--- config.mk ---
export PLATFORM = sky130hd
export DESIGN_NAME = addsub_serial
export DESIGN_NICKNAME = d
export VERILOG_FILES = /design/src/rtl/addsub_serial_pkg.sv /design/src/rtl/addsub_bit_cell.sv /design/src/rtl/addsub_serial.sv
export SDC_FILE = /design/constraint.sdc
export NUM_CORES = 1
export LEC_CHECK = 0
export CORE_ASPECT_RATIO = 0.7
export CORE_MARGIN = 5
export CORE_UTILIZATION = 51
export DETAILED_ROUTE_END_ITERATION = 16
export PLACE_DENSITY = 0.77
export SKIP_LAST_GASP = 1
export SYNTH_ARGS = -nofsm -noshare
export SYNTH_HDL_FRONTEND = slang
export SYNTH_SLANG_ARGS = --single-unit
--- constraint.sdc ---
create_clock -name clk -period 2 [get_ports clk]
set_input_delay 0.2 -clock clk [delete_from_list [all_inputs] [get_ports clk]]
set_output_delay 0.2 -clock clk [all_outputs]
set_load 0.005 [all_outputs]
--- src/rtl/addsub_serial_pkg.sv ---
// addsub_serial_pkg: shared types and constants for the bit-serial
// adder/subtractor.
//   state_t  : FSM state encoding (IDLE, RUN, DONE)
//   MODE_ADD : mode value selecting a + b + carryIn
//   MODE_SUB : mode value selecting a - b - borrowIn
package addsub_serial_pkg;

  typedef enum logic [1:0] {
    IDLE = 2'd0,
    RUN  = 2'd1,
    DONE = 2'd2
  } state_t;

  localparam logic MODE_ADD = 1'b0;
  localparam logic MODE_SUB = 1'b1;

endpackage

--- src/rtl/addsub_bit_cell.sv ---
// addsub_bit_cell: combinational 1-bit full adder / full subtractor.
// Ports:
//   mode : MODE_ADD or MODE_SUB
//   a, b : operand bits
//   cIn  : carry in (add) or borrow in (subtract)
//   s    : sum / difference bit
//   cOut : carry out (add) or borrow out (subtract)
module addsub_bit_cell
  import addsub_serial_pkg::*;
(
  input  logic mode,
  input  logic a,
  input  logic b,
  input  logic cIn,
  output logic s,
  output logic cOut
);

  logic p;

  always_comb begin
    p = a ^ b;
    s = p ^ cIn;
    if (mode == MODE_SUB) begin
      cOut = (~a & b) | (cIn & ~p);
    end else begin
      cOut = (a & b) | (cIn & p);
    end
  end

endmodule

--- src/rtl/addsub_serial.sv ---
// addsub_serial: bit-serial WIDTH-bit adder/subtractor, LSB first, one bit
// per clock through a single addsub_bit_cell and a carry/borrow flop.
// Optional feature macro: ADDSUB_SERIAL_OVERFLOW_EN adds the signed
// overflow output.
// Ports:
//   clk             : rising-edge clock
//   resetN          : asynchronous active-low reset
//   start           : request, sampled only in IDLE
//   modeAddSubtract : 0 = add, 1 = subtract (captured with start)
//   a, b            : operands (captured with start)
//   carryborrowIn   : carry/borrow in (captured with start)
//   busy            : high in RUN and DONE
//   done            : one-cycle pulse, result valid
//   result          : sum/difference, held until the next accepted start
//   carryborrowOut  : final carry/borrow, held with result
//   overflow        : signed overflow (macro only), held with result
module addsub_serial
  import addsub_serial_pkg::*;
#(
  parameter int WIDTH = 8
) (
  input  logic             clk,
  input  logic             resetN,
  input  logic             start,
  input  logic             modeAddSubtract,
  input  logic [WIDTH-1:0] a,
  input  logic [WIDTH-1:0] b,
  input  logic             carryborrowIn,
  output logic             busy,
  output logic             done,
  output logic [WIDTH-1:0] result,
`ifdef ADDSUB_SERIAL_OVERFLOW_EN
  output logic             carryborrowOut,
  output logic             overflow
`else
  output logic             carryborrowOut
`endif
);

  localparam int CNT_W = $clog2(WIDTH);
  // Partial-result register holds only the WIDTH-1 low bits; the MSB comes
  // straight from the cell on the final bit, so result never shows partials.
  localparam int RW    = WIDTH - 1;

  state_t             state;
  logic [CNT_W-1:0]   cnt;
  logic [WIDTH-1:0]   a_sh;
  logic [WIDTH-1:0]   b_sh;
  logic [RW-1:0]      r_sh;
  logic               mode_q;
  logic               c_q;
  logic               s_bit;
  logic               c_out;

  addsub_bit_cell u_cell (
    .mode (mode_q),
    .a    (a_sh[0]),
    .b    (b_sh[0]),
    .cIn  (c_q),
    .s    (s_bit),
    .cOut (c_out)
  );

  always_ff @(posedge clk or negedge resetN) begin
    if (!resetN) begin
      state          <= IDLE;
      cnt            <= '0;
      a_sh           <= '0;
      b_sh           <= '0;
      r_sh           <= '0;
      mode_q         <= MODE_ADD;
      c_q            <= 1'b0;
      busy           <= 1'b0;
      done           <= 1'b0;
      result         <= '0;
      carryborrowOut <= 1'b0;
`ifdef ADDSUB_SERIAL_OVERFLOW_EN
      overflow       <= 1'b0;
`endif
    end else begin
      case (state)
        IDLE: begin
          done <= 1'b0;
          if (start) begin
            a_sh   <= a;
            b_sh   <= b;
            mode_q <= modeAddSubtract;
            c_q    <= carryborrowIn;
            cnt    <= '0;
            busy   <= 1'b1;
            state  <= RUN;
          end
        end
        RUN: begin
          r_sh <= (r_sh >> 1) | (RW'(s_bit) << (RW - 1));
          a_sh <= {1'b0, a_sh[WIDTH-1:1]};
          b_sh <= {1'b0, b_sh[WIDTH-1:1]};
          c_q  <= c_out;
          cnt  <= cnt + CNT_W'(1);
          if (cnt == CNT_W'(WIDTH - 1)) begin
            result         <= {s_bit, r_sh};
            carryborrowOut <= c_out;
`ifdef ADDSUB_SERIAL_OVERFLOW_EN
            // c_q is the carry/borrow into the MSB at this point.
            overflow       <= c_q ^ c_out;
`endif
            done           <= 1'b1;
            state          <= DONE;
          end
        end
        DONE: begin
          done  <= 1'b0;
          busy  <= 1'b0;
          state <= IDLE;
        end
        default: begin
          done  <= 1'b0;
          busy  <= 1'b0;
          state <= IDLE;
        end
      endcase
    end
  end

endmodule

# == Word level (Yosys, flattened, before mapping) ==
# Index checks and enable logic that the tools add are counted.
# classes
addsub,1
n_eq_ne,4
muxes,16
bitwise,12
n_reduce_logical,7
# op_table
operator,n
case mux 8 bit (2 select lines),2
two-way mux 8 bit,2
AND reduction 2 bit,5
bitwise OR 6 x 7 -> 7 bit,1
case mux 3 bit (2 select lines),1
two-way mux 1 bit,5
AND 1 bit,4
two-way mux 2 bit,2
inequality test 2 bit (second input constant),2
case mux 1 bit (2 select lines),2
case mux 2 bit (2 select lines),1
adder 3 x 1 -> 3 bit (second input constant),1
equality test 3 bit (second input constant),1
two-way mux 3 bit,1
NOT 1 bit,3
equality test 2 x 1 -> 1 bit (second input constant),1
logical NOT 2 bit,1
bitwise OR 1 bit,2
nonzero test 2 bit,1
bitwise XOR 1 bit,2
# word_totals
ff_bits,41
input_bits,21
output_inout_bits,11
wordCells,51

# == Depth between registers and ports, before layout ==
# logic_depth
word_depth,6
mapped_depth,6
ltp_nobuf,5

# == Cells and area by module ==
# Synthesis repeated with hierarchy kept, for this count alone.
# unflattened
hier_cells,150
hier_area_um2,1923.1
# modules_own_cells
module,instances,cells_each,area_each_um2,seq_area_each_um2
addsub_serial,1,144,1861.8,1026.0
addsub_bit_cell,1,6,61.3,0.0

# == Worst setup path before layout ==
# OpenSTA, ideal clock, no wires.
# synth_timing
kind,reg2reg
from,reg cnt[0]
to,reg result[0]
setup_time_ps,125
arrival_time_ps,1394
required_time_ps,1875
slack_ps,481
stages_incl_launch_ff,6
path_buffers,1
cell_sequence,dfrtp_1 ha_1 ha_1 nand3b_1 buf_2 mux2_2
# synth_via
elab_chain_len,2
# synth_lines
item,line_no,source
from (decl),addsub_serial.sv:46,logic [CNT_W-1:0] cnt;
from (signal assigned),addsub_serial.sv:99,cnt <= cnt + CNT_W'(1);
equality test 3 bit,addsub_serial.sv:100,if (cnt == CNT_W'(WIDTH - 1)) begin
AND reduction 2 bit (no source line),n/a,
to (signal assigned),addsub_serial.sv:101,"result <= {s_bit, r_sh};"
to (decl),addsub_serial.sv:31,"output logic [WIDTH-1:0] result,"
# Every way passes these cells.
# A chain may end at the register's enable or synchronous reset.

# == Final worst setup path ==
# layout_timing
from,reg cnt[0]
to,reg result[6]
# Same word-level chain as after synthesis.

==> results.toml <==
[outcome]
status = "finished clean"

[critical_path]
critPathMaxStageDelay_ns = 0.41
path_common_cell = "ha_1"
timing.rr.end = "result[6]"
reg2reg_depth = 4
cp-start-kind = "flip-flop"
crit_type = "reg2reg"
critPathCaptureType = "flip-flop"
crit_path_cell_trace = "ha_1 > ha_1 > nand3b_1 > mux2_2"
rrSetupSlack_ns = 0.28
cp_max_fo = 11
slowest_stage = "dfrtp_1"
critPathArrivalTime_ns = 1.89
crit_required_ns = 2.18
r2r-start = "cnt[0]"

[route]
routed_wl_mm = 3.65
remaining_drc_errors = 0
antenna_left = 0
vias_per_cell = 5.23
wire_per_inst_um = 15.2
dr_total_vias = 1254
drtPass1Iterations = 4
initialDrtViolationCount = 83

[yosys]
synth_largest_area_cell = "dfrtp_1"
synth_nets = 180
yosysUniqueCellTypes = 25
synth.cell_area_um2 = 1730
syn_area_per_cell_um2 = 11.2
synthTopCellsByArea = "dfrtp_1, nand2_1, mux2_2"
yosys.area.top_type_share_pct = 59.3
synth_cells = 155
ys_ff_latch = 41
ys_seq_area_share_pct = 59.3
synth_warnings = 0

[sta]
fin_crit_ns = 1.72
worst_pin_slew_ns = 0.585
setup_slack_ns = 0.284
whs_ns = 0.483
finalClockSkew_ns = 0.00808
setup_violations = 0
finalMaxSlewViolations = 0
max_freq_ghz = 0.583
rsz0062_at_grt = "false"
finalSetupTns_ns = 0
finalCritPeriodShare_pct = 85.8
max_slew_margin_pct = 61.0
hold_viol = 0

[grt]
gr-max-usage-layer = "met2"
antenna_found_initial = 0
grt_use_met2_pct = 27.3
grt_max_degree = 28
grt_pass1_wl_mm = 6.14
grt.met3_usage_pct = 5.20
grt_pass1_vias = 1289
grt_use_met1_pct = 23.7
grt_usage_pct = 17.6
overflow = 0

[floorplanning]
die_h_um = 58.7
dieArea_um2 = 4670
die_w_um = 79.6
coreArea_um2 = 3210
rows = 17
start_util_pct = 53.8
io-pin-count = 32

[pwr]
vdd_drop_max_mv = 0.735
powerDensity_nw_per_um2 = 1480
p_leak_nw = 1.03
power.total_mw = 3.32

[placed_design]
port_buffers = 31
dp_slack_ns = 0.298
gp_congestion = 0.748
hpwl_mm = 2.66
dpl_cell_area_um2 = 2100

[finish]
antenna_cells = 0
fin_area_um2 = 2240
drive_gt1_share_pct = 14.5
syn_to_final_growth_pct = 29.8
nFillCells = 226
final_net_count = 217

[clocking]
cts.path.max_buffers = 2
cts_sinks = 41
cts_buffers = 5
cts_tree = "done"
ctsResizeCount = 0
cts_setup_buffers = 0
clk_pin_slew_ns = 0.08
htree_levels = 2
clock_latency_ns = 0.29
root_buffer = "clkbuf_8"

[worst_hold_path]
min_path_type = "in2async"

[job]
maxCapViolCount = 0
[Yosys cell counts, drive strengths merged]
cell and instances:
a221oi 1, o21bai 1, a22oi 12, nand3b 1, ha 2, and3b 2, nor2 4, o21ai 16
clkbuf 2, mux2i 1, and2b 1, a22o 4, nand2b 1, dfrtp 41, mux2 9, nand2 37
inv 4, buf 8, fa 2, nor2b 2, a21oi 3, nor4b 1
[cell families (layout without fill, tap and decap cells)]
| family | after synthesis | count (layout) | synth area share, % |
|---|---|---|---|
| DFF | 41 | 41 | 59.3 |
| and+or+nand+nor | 49 | 49 | 12.5 |
| buffers and inverters | 14 | 52 | 3.91 |
| adders and majority gates | 4 | 4 | 3.76 |
| AOI/OAI and AO/OA | 37 | 37 | 14.0 |
| muxes | 10 | 10 | 6.44 |
[worst max path at each step]
stage	cells past startpoint	to	startpoint	slack (ns)
global placement	4	result[7]	cnt[0]	0.37
CTS	4	result[6]	cnt[0]	0.29
detailed placement	4	result[6]	cnt[0]	0.30
finish	4	result[6]	cnt[0]	0.28
floorplan	5	result[0]	cnt[0]	0.48
global route	2	result[6]	state[0]	0.20
[flip-flops by register name, indices dropped and copies added (netlist names)]
signal	flops
a_sh	8
b_sh	8
result	8
r_sh	7
cnt	3
state	2
busy	1
c_q	1
carryborrowOut	1
done	1
mode_q	1
[power breakdown]
| part | switching [mW] | internal [mW] |
|---|---|---|
| sequential | 0.248 | 1.18 |
| combinational | 0.512 | 0.608 |
| clock | 0.274 | 0.496 |
[metal layers]
layer  routed length, um  vias to the layer above
li1                    -                      606
met2                1800                       20
met4                  38                        0
met5                   0                        -
met3                 137                        5
met1                1680                      623
[cell usage in the layout, fill, tap and decap left out, drive strengths merged]
| cell type | netlist | routed |
|---|---|---|
| a21oi | 3 | 3 |
| a221oi | 1 | 1 |
| a22o | 4 | 4 |
| a22oi | 12 | 12 |
| and2b | 1 | 1 |
| and3b | 2 | 2 |
| buf | 8 | 9 |
| bufinv | 0 | 2 |
| clkbuf | 2 | 5 |
| clkdlybuf4s50 | 0 | 30 |
| clkinv | 0 | 1 |
| dfrtp | 41 | 41 |
| dlygate4sd3 | 0 | 1 |
| fa | 2 | 2 |
| ha | 2 | 2 |
| inv | 4 | 4 |
| mux2 | 9 | 9 |
| mux2i | 1 | 1 |
| nand2 | 37 | 37 |
| nand2b | 1 | 1 |
| nand3b | 1 | 1 |
| nor2 | 4 | 4 |
| nor2b | 2 | 2 |
| nor4b | 1 | 1 |
| o21ai | 16 | 16 |
| o21bai | 1 | 1 |
[worst max-delay path, delay by kind of cell (launching register included)]
family                   cells  cell delay, ns
adder cells (fa/ha/maj)      2            0.41
flip-flops                   1            0.41
AND/OR/NAND/NOR              1            0.38
multiplexers                 1            0.41
[area by class of cell]
class,instances,area [um^2],area share (%)
Clock buffer,5,68.8,3.07
Clock inverter,3,65.1,2.90
Inverter,4,15.0,0.669
Multi-Input combinational cell,100,636,28.3
Sequential cell,41,1030,45.7
Tap cell,47,58.8,2.62
Timing Repair Buffer,40,375,16.7
[stage by stage]
step / std cells / util (%)
finish: 240 / 69.9
global route: 240 / 69.9
CTS: 240 / 69.9
detailed placement: 231 / 65.4
global placement: 231 / 65.4
floorplan: 155 / -
[timing repair]
action                                 4_1_cts  5_1_grt
setup endpoints to repair                    0        0
hold buffers                                 1        0
endpoints found under the hold margin       25        0
(Power assumes the default switching activity.)
